<file path="config.mk">
export PLATFORM = sky130hd
export DESIGN_NAME = cpu_run_monitor
export DESIGN_NICKNAME = d
export VERILOG_FILES = /design/src/rtl/cpu_run_monitor.sv
export SDC_FILE = /design/constraint.sdc
export NUM_CORES = 1
export LEC_CHECK = 0
export BUFFER_PORTS_ARGS = -buffer_cell sky130_fd_sc_hd__buf_2
export CAP_MARGIN = 10
export CORE_AREA = 3 3 76 78
export CTS_BUF_LIST = sky130_fd_sc_hd__clkbuf_8
export DETAILED_ROUTE_END_ITERATION = 10
export DIE_AREA = 0 0 79 81
export GPL_TIMING_DRIVEN = 0
export PLACE_DENSITY = 0.92
export SYNTH_ARGS = -nofsm -noshare
export SYNTH_HDL_FRONTEND = slang
export SYNTH_SLANG_ARGS = --single-unit
</file>
<file path="constraint.sdc">
create_clock -name clk -period 5.56 [get_ports clk]
set_input_delay 0.556 -clock clk [delete_from_list [all_inputs] [get_ports clk]]
set_output_delay 0.556 -clock clk [all_outputs]
set_load 0.02 [all_outputs]
</file>
<file path="src/rtl/cpu_run_monitor.sv">
// cpu_run_monitor: sequences core reset, measures run cycles to halt, watchdogs and traces PC changes.
// Define RUN_MON_TRACE_EN to build the PC-change trace FIFO; without it the trace outputs are tied off.
module cpu_run_monitor #(
  parameter int RST_HOLD_CYCLES = 3,
  parameter int DRAIN_CYCLES    = 3,
  parameter int TIMEOUT_CYCLES  = 25000,
  parameter int TRACE_DEPTH     = 16,
  parameter int CNT_W           = 32
) (
  input  logic             clk,
  input  logic             rst,
  input  logic [15:0]      pc,
  input  logic             hlt,
  output logic             cpu_rst_n,
  input  logic             trace_rd,
  output logic             trace_valid,
  output logic [15:0]      trace_pc,
  output logic             trace_overflow,
  output logic [CNT_W-1:0] cycle_count,
  output logic [15:0]      final_pc,
  output logic             done,
  output logic             timed_out,
  output logic [2:0]       state
);
  localparam int HW = $clog2(RST_HOLD_CYCLES + 1);
  localparam int DW = $clog2(DRAIN_CYCLES + 2);
  typedef enum logic [2:0] {HOLD = 3'd0, RUN = 3'd1, DRAIN = 3'd2, DONE = 3'd3, TMO = 3'd4} state_t;
  state_t           state_q, state_d;
  logic [HW-1:0]    hold_q, hold_d;
  logic [DW-1:0]    drain_q, drain_d;
  logic [CNT_W-1:0] cnt_q, cnt_d;
  logic [15:0]      fpc_q, fpc_d;
  logic             rstn_q, done_q, done_d, to_q, to_d;
  always_comb begin
    state_d = state_q;
    hold_d  = hold_q;
    drain_d = drain_q;
    cnt_d   = cnt_q;
    fpc_d   = fpc_q;
    done_d  = done_q;
    to_d    = to_q;
    case (state_q)
      HOLD: begin
        hold_d = hold_q + 1'b1;
        if (hold_q == HW'(RST_HOLD_CYCLES - 1)) state_d = RUN;
      end
      RUN: begin
        cnt_d = (&cnt_q) ? cnt_q : cnt_q + 1'b1;
        // halt takes priority over a watchdog expiring on the same cycle
        if (hlt) begin
          fpc_d   = pc;
          state_d = (DRAIN_CYCLES == 0) ? DONE : DRAIN;
          done_d  = (DRAIN_CYCLES == 0);
        end else if (cnt_q == CNT_W'(TIMEOUT_CYCLES - 1)) begin
          state_d = TMO;
          to_d    = 1'b1;
        end
      end
      DRAIN: begin
        drain_d = drain_q + 1'b1;
        if (drain_d == DW'(DRAIN_CYCLES)) begin
          state_d = DONE;
          done_d  = 1'b1;
        end
      end
      default: ;
    endcase
  end
  always_ff @(posedge clk) begin
    if (rst) begin
      state_q <= HOLD;
      hold_q  <= '0;
      drain_q <= '0;
      cnt_q   <= '0;
      fpc_q   <= '0;
      rstn_q  <= 1'b0;
      done_q  <= 1'b0;
      to_q    <= 1'b0;
    end else begin
      state_q <= state_d;
      hold_q  <= hold_d;
      drain_q <= drain_d;
      cnt_q   <= cnt_d;
      fpc_q   <= fpc_d;
      rstn_q  <= (state_d != HOLD);
      done_q  <= done_d;
      to_q    <= to_d;
    end
  end
  assign cpu_rst_n   = rstn_q;
  assign cycle_count = cnt_q;
  assign final_pc    = fpc_q;
  assign done        = done_q;
  assign timed_out   = to_q;
  assign state       = state_q;
`ifdef RUN_MON_TRACE_EN
  localparam int AW = $clog2(TRACE_DEPTH);
  logic [15:0] mem_q [TRACE_DEPTH];
  logic [AW:0] wp_q, rp_q;
  logic [15:0] last_q;
  logic        last_v_q, ovf_q, push, pop, wr, empty, full;
  assign push  = (state_q == RUN) && (!last_v_q || pc != last_q);
  assign empty = (wp_q == rp_q);
  assign full  = ((wp_q ^ rp_q) == {1'b1, {AW{1'b0}}});
  assign pop   = trace_rd && !empty;
  assign wr    = push && (!full || pop);
  always_ff @(posedge clk) begin
    if (rst) begin
      wp_q     <= '0;
      rp_q     <= '0;
      last_q   <= '0;
      last_v_q <= 1'b0;
      ovf_q    <= 1'b0;
    end else begin
      if (push) begin
        last_q   <= pc;
        last_v_q <= 1'b1;
      end
      if (wr) wp_q <= wp_q + 1'b1;
      if (pop) rp_q <= rp_q + 1'b1;
      if (push && full && !pop) ovf_q <= 1'b1;
    end
  end
  always_ff @(posedge clk) begin
    if (wr) mem_q[wp_q[AW-1:0]] <= pc;
  end
  assign trace_valid    = !empty;
  assign trace_pc       = empty ? '0 : mem_q[rp_q[AW-1:0]];
  assign trace_overflow = ovf_q;
`else
  logic unused_trace_rd;
  assign unused_trace_rd = trace_rd;
  assign trace_valid     = 1'b0;
  assign trace_pc        = '0;
  assign trace_overflow  = 1'b0;
`endif
endmodule

</file>
Word level (Yosys, flattened, before mapping)
Index checks and enable logic that the tools add are counted.

word-level totals
  input bits = 20
  register bits after elaboration = 59
  logic and storage cells = 36
  output and inout port bits = 72

operators by class
  bitwise operators = 2
  eq/ne operators = 7
  add/subtract/negate cells = 3
  reduce and logical (&&, ||, !) cells = 8
  multiplexer cells = 8

operators by type and width
  cell                                                               count
  32-bit by 1-bit adder with 32-bit output, second input constant    1
  32-bit by 15-bit == test with 1-bit output, second input constant  1
  32-bit AND reduction                                               1
  3-bit 2-to-1 mux                                                   4
  3-bit case mux with 3 select lines                                 1
  3-bit by 2-bit == test with 1-bit output, second input constant    2
  3-bit AND reduction                                                2
  2-bit != test, second input constant                               2
  2-bit AND reduction                                                2
  3-bit by 1-bit adder with 3-bit output, second input constant      1
  3-bit by 1-bit == test with 1-bit output, second input constant    1
  3-bit logical NOT                                                  1
  3-bit nonzero test                                                 1
  2-bit by 1-bit adder with 2-bit output, second input constant      1
  2-bit == test, second input constant                               1
  1-bit 2-to-1 mux                                                   2
  1-bit inverter                                                     2
  1-bit case mux with 2 select lines                                 1
  2-bit nonzero test                                                 1

Longest topological paths before layout
Gate-level depths: netlist of the first run.

  depth in word-level cells = 5
  gate-level depth with buffers = 7
  gate-level depth less buffers = 6

Worst setup path before layout of the first run
Ideal clock, no wire load.

  path kind = register -> register
  from = register cnt_q[13], in the netlist cycle_count[13]
  to = register cnt_q[22], in the netlist cycle_count[22]
  slack = 3.554 ns
  buffers on the path = 1
  library setup time = 0.121 ns
  arrival = 1.884 ns
  cell stages (with the launch flop) = 7
  clock period less this slack = 2.006 ns
  cell sequence = dfxtp_1 -> nand4_4 -> or3_4 -> nor3_4 -> buf_6 -> nor4_2 -> mux2_4

on the way
  longest elaborated chain between the ends = 3
  elaborated cells on any way between the ends = 4
  those cells by class = add/sub (1); bitwise (1); reduce/logical (2)

ends and longest elaborated chain
  what                                                                              line  text
  start: declaration                                                                31    logic [CNT_W-1:0] cnt_q, cnt_d;
  start signal: assignment                                                          83    cnt_q <= cnt_d;
  branches (longest 3 deep; another with 32-bit by 1-bit adder with 32-bit output)  n/a

Parallel ways; which one is timed is not known.
A chain may end at the register's enable or synchronous reset.

Worst setup path after layout of the first run
  from = register state_q[1], in the netlist state[1]
  to = register cnt_q[22], in the netlist cycle_count[22]

on the way
  longest elaborated chain between the ends = 2

ends and longest elaborated chain
  what                                      line  text
  start: declaration                        28    state_t state_q, state_d;
  start signal: assignment                  80    state_q <= state_d;
  3-bit by 1-bit == test with 1-bit output  42    case (state_q)
  2-bit AND reduction (no line)             n/a

No other way between the ends.

==> results of run 1 <==
## metrics by stage
step	instances	setup WS [ps]
after floorplan	374	3554
after global placement	515	3284
after detailed placement	515	3226
after CTS	531	3249
after global routing	531	3070
final	531	3176
## cells by family after synthesis
logic type | Yosys count | synth area share
buf+inv | 45 | 0.08447
simple gates | 162 | 0.3149
compound gates | 73 | 0.1337
fa+ha+maj | 4 | 0.01698
mux | 5 | 0.02419
xor+xnor | 8 | 0.02377
other cells | 1 | 0.001272
flops | 59 | 0.4007
## state kept, by name, summed over array words and instances, names as in the netlist
register / count
done: 1
cycle_count: 32
state: 3
drain_q: 3
hold_q: 2
final_pc: 16
timed_out: 1
cpu_rst_n: 1
## report_power, final
part / switching (µW) / internal, µW / total (µW)
clock: 191 / 163 / 354
combinational: 103 / 57.4 / 161
sequential: 16.4 / 447 / 463
total: 310 / 667 / 978
## layout make-up
type	instances	area (µm²)	area share
multi-input cells	270	1582	0.4354
inverters	7	26.28	0.007234
repair buffers	71	355.3	0.09783
well taps	70	87.58	0.02411
clock buffers	9	123.9	0.03410
plain buffers	38	222.7	0.06132
clock inverters	7	53.80	0.01481
flip-flops and latches	59	1181	0.3252
## worst max path at each step
stage	startpoint	to	slack [ps]
after floorplan	cycle_count[13]$_SDFFE_PP0P_	cycle_count[22]$_SDFFE_PP0P_	3550
after global placement	state[1]$_SDFF_PP0_	cycle_count[22]$_SDFFE_PP0P_	3280
after detailed placement	state[1]$_SDFF_PP0_	cycle_count[22]$_SDFFE_PP0P_	3230
after CTS	state[1]$_SDFF_PP0_	cycle_count[22]$_SDFFE_PP0P_	3250
after global routing	state[1]$_SDFF_PP0_	cycle_count[22]$_SDFFE_PP0P_	3070
final	state[1]$_SDFF_PP0_	cycle_count[22]$_SDFFE_PP0P_	3180
## synth_stat cells (all sizes together) (7+ instances only)
cell,number
dfxtp,59
nand2,46
a21oi,40
o21ai,24
or3,24
buf,22
nor2,18
clkbuf,16
nand4,16
nand3,12
nor4,9
nor3,8
and4,7
inv,7
## routing by layer
metal	up-vias	global-route usage	share of wire
li1	1446	-	-
met3	13	0.06098	0.085
met5	-	0	0
met2	151	0.4108	0.49
met1	1345	0.2983	0.40
met4	0	0.1323	0.018
## worst reg2reg max path, stage by stage, from the launching register on
cell and delay (ps):
sky130_fd_sc_hd__dfxtp_1 310, sky130_fd_sc_hd__clkbuf_1 180, sky130_fd_sc_hd__nor3b_2 520, sky130_fd_sc_hd__clkbuf_1 470, sky130_fd_sc_hd__nand3_1 180, sky130_fd_sc_hd__nor4_2 290, sky130_fd_sc_hd__mux2_4 330
==> summary by stage, run 1 <==
Status
The run finished with clean final reports.

Setup path
The cell with the largest stage delay on the worst path is sky130_fd_sc_hd__nor3b_2. In this run the register-to-register setup slack is 3180 ps. Broken down by cell family, the worst path's largest delay share belongs to simple AND/OR/NAND/NOR gates. The worst path buffer plus inverter count is 2. The critical path class is flop to flop. The most frequent cell on the critical path is sky130_fd_sc_hd__clkbuf_1. The delay of the slowest critical-path stage is 510 ps. The signal on the critical path passes through clkbuf_1 -> nor3b_2 -> clkbuf_1 -> nand3_1 -> nor4_2 -> mux2_4.

The kind of launch point of the worst setup path is a flop. At the worst endpoint, the required time is 5800 ps. The endpoint of the worst-slack reg-to-reg timing path is cycle_count[22]$_SDFFE_PP0P_. The worst setup path is captured at a flop. The worst flop-to-flop path startpoint is state[1]$_SDFF_PP0_. Data arrives at the worst endpoint at 2630 ps. The maximum fanout along the worst path is 10.

In this run the number of cells on the critical path is 6. The number of cells on the worst reg-to-reg path is 6.

Hold path
The source of the worst hold timing path is pc[5]. The destination of the worst hold path is final_pc[5]$_SDFFE_PP0P_. The class of the tightest hold or removal check is input pin to flop. Counting instances, the worst hold path has a depth of 3.

GRT
The overall fraction of global-route tracks in use is 0.2481. The via count of the first global-routing pass is 2,722. The aggregate global routing overflow is 0. Entering global routing, the biggest net connects 13 pins. The wire length of the first global-routing pass is 12,410 µm. The initial antenna violation count is 0.

Pwr
In this run the power density over the cells is 269.2 mW/mm². In this run the static leakage power is 0.001515 µW. Summing internal, switching and leakage power gives 977.6 µW. The worst voltage drop across the vdd grid is 0.1712 mV.

Clock tree
In this run the number of H-tree levels came out at 3. Clock tree synthesis inserted a total of 9 buffers. After clock tree synthesis, the flow added hold-fix buffers numbering 0. The number of cells upsized or downsized after cts is 0. In this run the post-CTS setup repair buffer count came out at 0.

The number of sinks driven by the clock tree is 59. Clock-pin slew was measured on the worst setup and hold paths at 80 ps. TritonCTS built the clock tree.

The buffer depth of the longest clock path is 2. The clock reaches the later pin of the worst-skew pair after 350 ps. The cell at the root of the clock tree is sky130_fd_sc_hd__clkbuf_8.

Floorplan
The core region is 0.005140 mm². The site row count is 26. The area of the die is 0.006399 mm². In this run the count of I/O pins placed on the die edge is 92. The vertical die dimension is 81 µm. The effective utilization at floorplan is 0.5735. The die is 79 µm wide.

Synth
The largest total area in the synthesized netlist belongs to sky130_fd_sc_hd__dfxtp_1. Counting flops with a built-in enable in the synthesized netlist gives 0. The mean instance size in the synthesized netlist is 8.257 µm².

Of the post-synthesis cell area, the dominant cell type holds 0.4007. Ranked by total cell area, the synthesized netlist is headed by sky130_fd_sc_hd__dfxtp_1, sky130_fd_sc_hd__a21oi_1, sky130_fd_sc_hd__nand2_1. After synthesis the cells add up to 0.002948 mm². The warning count from the yosys run is 0. The cell count after synthesis came out at 357. The dominant register cell in the synthesized netlist is sky130_fd_sc_hd__dfxtp_1. The register area share after synthesis is 0.4007. The total of flip-flops plus latches after synthesis is 59. Counting flops with an async set or reset pin after synthesis yields a share of 0. The synthesized netlist contains 46 unique library cells.

Detailed routing
The vias per cell is 5.565. For this block, the initial DRC count from the detailed router was 254. The wire length reported by the detailed router is 7598 µm. Dividing the detail-routed wire length by the instance count gives 14.31 µm.

For this run, design rule violations remaining after detail routing come to 0. The first detailed-routing pass ran for 5 iterations. Across all layers, the routed design uses 2,955 vias. The remaining number of nets flagged by the antenna check after routing is 0.

Placement
The HPWL reported at the end of detailed placement is 5618 µm. The post-placement cell area is 0.003455 mm². The final estimated routing congestion in global placement is 0.8801.

The port buffer count is 71.

Timing
Counting I/O delays and the setup requirement, the final critical path takes 2384 ps. The share of the clock period used by the worst path is 0.4288. The transition time at the pin with the least slew margin is 841.7 ps.

Static timing analysis puts the maximum clock frequency at 0.4195 GHz. Adding up every negative setup slack in the final design gives 0 ps. The number of hold-slack violations in the final timing report came to 0. The final setup skew is 7.558 ps. Hold timing on the final database bottoms out at a slack of 433.6 ps. The number of pins exceeding their max-slew limit in the final report came to 0.

Setup repair after global routing left no endpoint under its margin. The worst pin sits at a relative slew slack of 0.4345. Setup violations remaining at the end of the flow were counted as 0.

Finish
The final layout contains 480 nets. The number of antenna diodes in the final layout is 0. The number of fillers in the final layout is 401. The library cells used most frequently in the layout, excluding fill and tap cells, are sky130_fd_sc_hd__buf_2, sky130_fd_sc_hd__dfxtp_1, sky130_fd_sc_hd__nand2_1.

The library cell used most frequently in the layout, excluding fill and tap cells, is sky130_fd_sc_hd__buf_2. Measured on the finished design, the core utilization comes to 0.7067. The final cell area excluding filler cells is 0.003632 mm². Of the cells placed in the final design, the portion with a size suffix greater than 1 is 0.2733. The synthesis-to-layout area growth is 23.22%.

Job
The max capacitance violation total is 0.
(Power assumes the default switching activity.)
==> run 2, diff against run 1 <==
--- a/config.mk
+++ b/config.mk
@@ -7,12 +7,12 @@
 export LEC_CHECK = 0
 export BUFFER_PORTS_ARGS = -buffer_cell sky130_fd_sc_hd__buf_2
 export CAP_MARGIN = 10
-export CORE_AREA = 3 3 76 78
+export CORE_AREA = 3 3 79 81
 export CTS_BUF_LIST = sky130_fd_sc_hd__clkbuf_8
 export DETAILED_ROUTE_END_ITERATION = 10
-export DIE_AREA = 0 0 79 81
+export DIE_AREA = 0 0 82 84
 export GPL_TIMING_DRIVEN = 0
-export PLACE_DENSITY = 0.92
+export PLACE_DENSITY = 0.87
 export SYNTH_ARGS = -nofsm -noshare
 export SYNTH_HDL_FRONTEND = slang
 export SYNTH_SLANG_ARGS = --single-unit
==> constraint.sdc (replaced) <==
create_clock -name clk -period 2.2 [get_ports clk]
set_input_delay 0.22 -clock clk [delete_from_list [all_inputs] [get_ports clk]]
set_output_delay 0.22 -clock clk [all_outputs]
set_load 0.02 [all_outputs]
==> run 2 against run 1 <==
Effect of this change: clock-buffer cell count is the same; combinational power rose to 2.7 times the previous value; global-route usage is 2.8 points lower; worst setup slack worse by 3100 ps; design area grew 1.4%; largest cell class unchanged; critical path type unchanged; via count grew 1.4%; highest routed layer unchanged; clock skew is 1.2 ps higher; utilization down 4.2 points; critical endpoint is now cycle_count[20]$_SDFFE_PP0P_.
==> summary by stage, run 2 (synthesis results as in run 1) <==
Status
The run finished with clean final reports.

Floorplan
In this run the vertical extent of the chip is 84 µm. The overall die width is 82 µm. The effective utilization at floorplan is 0.5321. The floorplan has 27 rows. The total core area is 0.005540 mm². In this run the count of I/O pins placed on the die edge is 92. The die covers 0.006888 mm².

Hold path
The min-delay analysis places its worst path in the category input pin to flop.

GRT
For this run, the total global-route usage over all layers was measured as 0.2201. The via count of the first global-routing pass came to 2,568. The pin count of the biggest net entering global routing is 11. For this run the aggregate overflow at the end of global routing stands at 0. The initial antenna violation count is 0. The first global-routing pass estimated 11,840 µm of wire.

Setup path
The kind of end point of the critical path is a flop. In this design, the critical path's most frequently occurring cell is sky130_fd_sc_hd__buf_4. The worst setup path is of the flop to flop kind. The maximum fanout along the worst path is 7. The data arrival time of the worst path is 2380 ps. The largest individual stage delay along the critical path comes from the cell sky130_fd_sc_hd__dfxtp_1. The slack of the worst reg-to-reg path is 50 ps. The kind of launch point of the worst setup path is a flop. The delay of the slowest critical-path stage is 450 ps. Data on the critical path is required at its endpoint by 2430 ps. The signal on the critical path passes through and4_1 -> clkbuf_1 -> nand4_1 -> buf_4 -> o211ai_1 -> buf_4 -> nor3_1 -> mux2_2.

Pwr
Of the total power, the clock network draws 0.335. Of the total power, the share spent switching nets is 0.3022. The internal cell power is 1696 µW. The net load switching power is 734.6 µW. The worst voltage drop across the vdd grid is 0.4372 mV. The relative contribution of sequential cells to total power is 0.484. The portion of total power attributed to combinational logic is 0.181. The total power consumption of the routed design is 2431 µW.

The leakage component of the power is 0.001551 µW. The total power divided by cell area is 659.9 mW/mm².

Timing
In the finished design, the share of the clock period the worst path needs comes to 0.9764. The final setup skew is 8.775 ps. The routed design could run at a clock period as short as 2148 ps.

Setup violations remaining at the end of the flow were counted as 0. After layout, the worst setup slack is 51.94 ps. The number of hold-slack violations in the final timing report is 0. The number of pins exceeding their max-slew limit in the final report is 0. For the pin with the worst max-slew slack, the measured transition is 777.0 ps.

The worst slew margin relative to its limit is 0.4780. Static timing analysis puts the maximum clock frequency at 0.4655 GHz.

Clock tree
The clock insertion delay at the later pin of the skew report is 340 ps. The number of buffers inserted during clock tree synthesis is 9. Buffers inserted to repair hold after CTS numbered 0. The CTS tree is done. The cell at the root of the clock tree is sky130_fd_sc_hd__clkbuf_8. The number of sinks driven by the clock tree is 59. The H-tree was split into 3 levels.

The clock-pin slew on the worst setup and hold paths is 60 ps. The buffer depth of the longest clock path is 2.

Finish
At the end of the flow, the number of nets in the layout was 485. The library cell used most frequently in the layout, excluding fill and tap cells, is sky130_fd_sc_hd__buf_2. The top cell types in the final layout, fill and taps aside, are sky130_fd_sc_hd__buf_2, sky130_fd_sc_hd__dfxtp_1, sky130_fd_sc_hd__nand2_1. The register with the most flip-flops in the layout has 32 of them. The share of cells above drive strength 1 is 0.2897.

The diode insertion count for antenna repair is 0. Compared with the post-synthesis result, the final layout area differs by 24.96%.

Detailed routing
The routed design has 7788 µm of wire. The routed wirelength normalized by instance count is 14.48 µm. The first TritonRoute pass finished after 5 iterations. The number of remaining DRC errors is 0. In the routed layout, each cell is associated on average with a via count of 5.567. After the first detailed-routing iteration, the DRC count stood at 188. Once detail routing completed, the nets flagged for antenna violations numbered 0.

The total number of vias is 2,995.

Placement
The HPWL reported at the end of detailed placement is 5637 µm. The setup slack after placement is -129.0 ps. At the end of routability-driven placement, the weighted congestion stood at 0.9408. During placement, the flow inserted port buffers numbering 71.

Job
The max capacitance violation total is 0.
==> run 2: cell types whose count changed in the layout (fill, tap and decap cells not counted), sizes merged <==
cell      delta
clkinvlp     -1
inv          +1
clkbuf       -1
buf          +6
==> run 2: final timing paths <==
path / start / endpoint / depth (start not counted)
min reg2reg: final_pc[12]$_SDFFE_PP0P_ / final_pc[12]$_SDFFE_PP0P_ / 2
max reg2reg: cycle_count[24]$_SDFFE_PP0P_ / cycle_count[20]$_SDFFE_PP0P_ / 8
max: cycle_count[24]$_SDFFE_PP0P_ / cycle_count[20]$_SDFFE_PP0P_ / 8
min: pc[4] / final_pc[4]$_SDFFE_PP0P_ / 3
==> run 2: final cells by class <==
type / count / area (µm²)
plain buffers: 37 / 221.5
clock buffers: 9 / 123.9
inverters: 7 / 26.28
fillers: 493 / 1857
flip-flops and latches: 59 / 1182
multi-input cells: 270 / 1602
clock inverters: 7 / 37.54
well taps: 72 / 90.09
repair buffers: 77 / 400.4
==> run 2: timing repair <==
action / in CTS / in global routing
pin swaps: 0 / 3
setup buffers: 0 / 6
cloned: 0 / 0
endpoints found under the setup margin: 5 / 25
resized for setup: 2 / 6
==> run 2: per-stage QoR <==
step                hold slack [ps]    util  cell area, µm²  setup TNS (ps)  cells
floorplan                     356.0       -            3012               0    374
global route                  112.8  0.6649            3684          -53.53    538
CTS                           96.22  0.6545            3626               0    533
global placement              441.4  0.6240            3457          -189.0    517
finish                        120.6  0.6649            3684               0    538
detailed placement            449.3  0.6240            3457          -209.0    517
==> run 2: worst max-delay path, delay by kind of cell (launching register included) <==
family,cells,cell delay [ps]
AO/OA/AOI/OAI,1,210
buffers and inverters,3,630
flip-flops,1,450
multiplexers,1,260
AND/OR/NAND/NOR,3,500
==> run 2: power groups by stage <==
stage / Clock (µW) / Combinational, µW / Sequential (µW)
floorplan: 0 / 243 / 1240
global placement: 0 / 395 / 1190
detailed placement: 0 / 405 / 1190
CTS: 840 / 413 / 1170
global route: 878 / 486 / 1180
finish: 815 / 440 / 1180
==> run 2: per-layer routing <==
metal	vias to the layer above	global-route usage	wire, µm
li1	1449	-	-
met1	1391	0.2560	3020
met2	146	0.3755	3853
met3	9	0.07775	822
met4	0	0.05891	92
met5	-	0	0
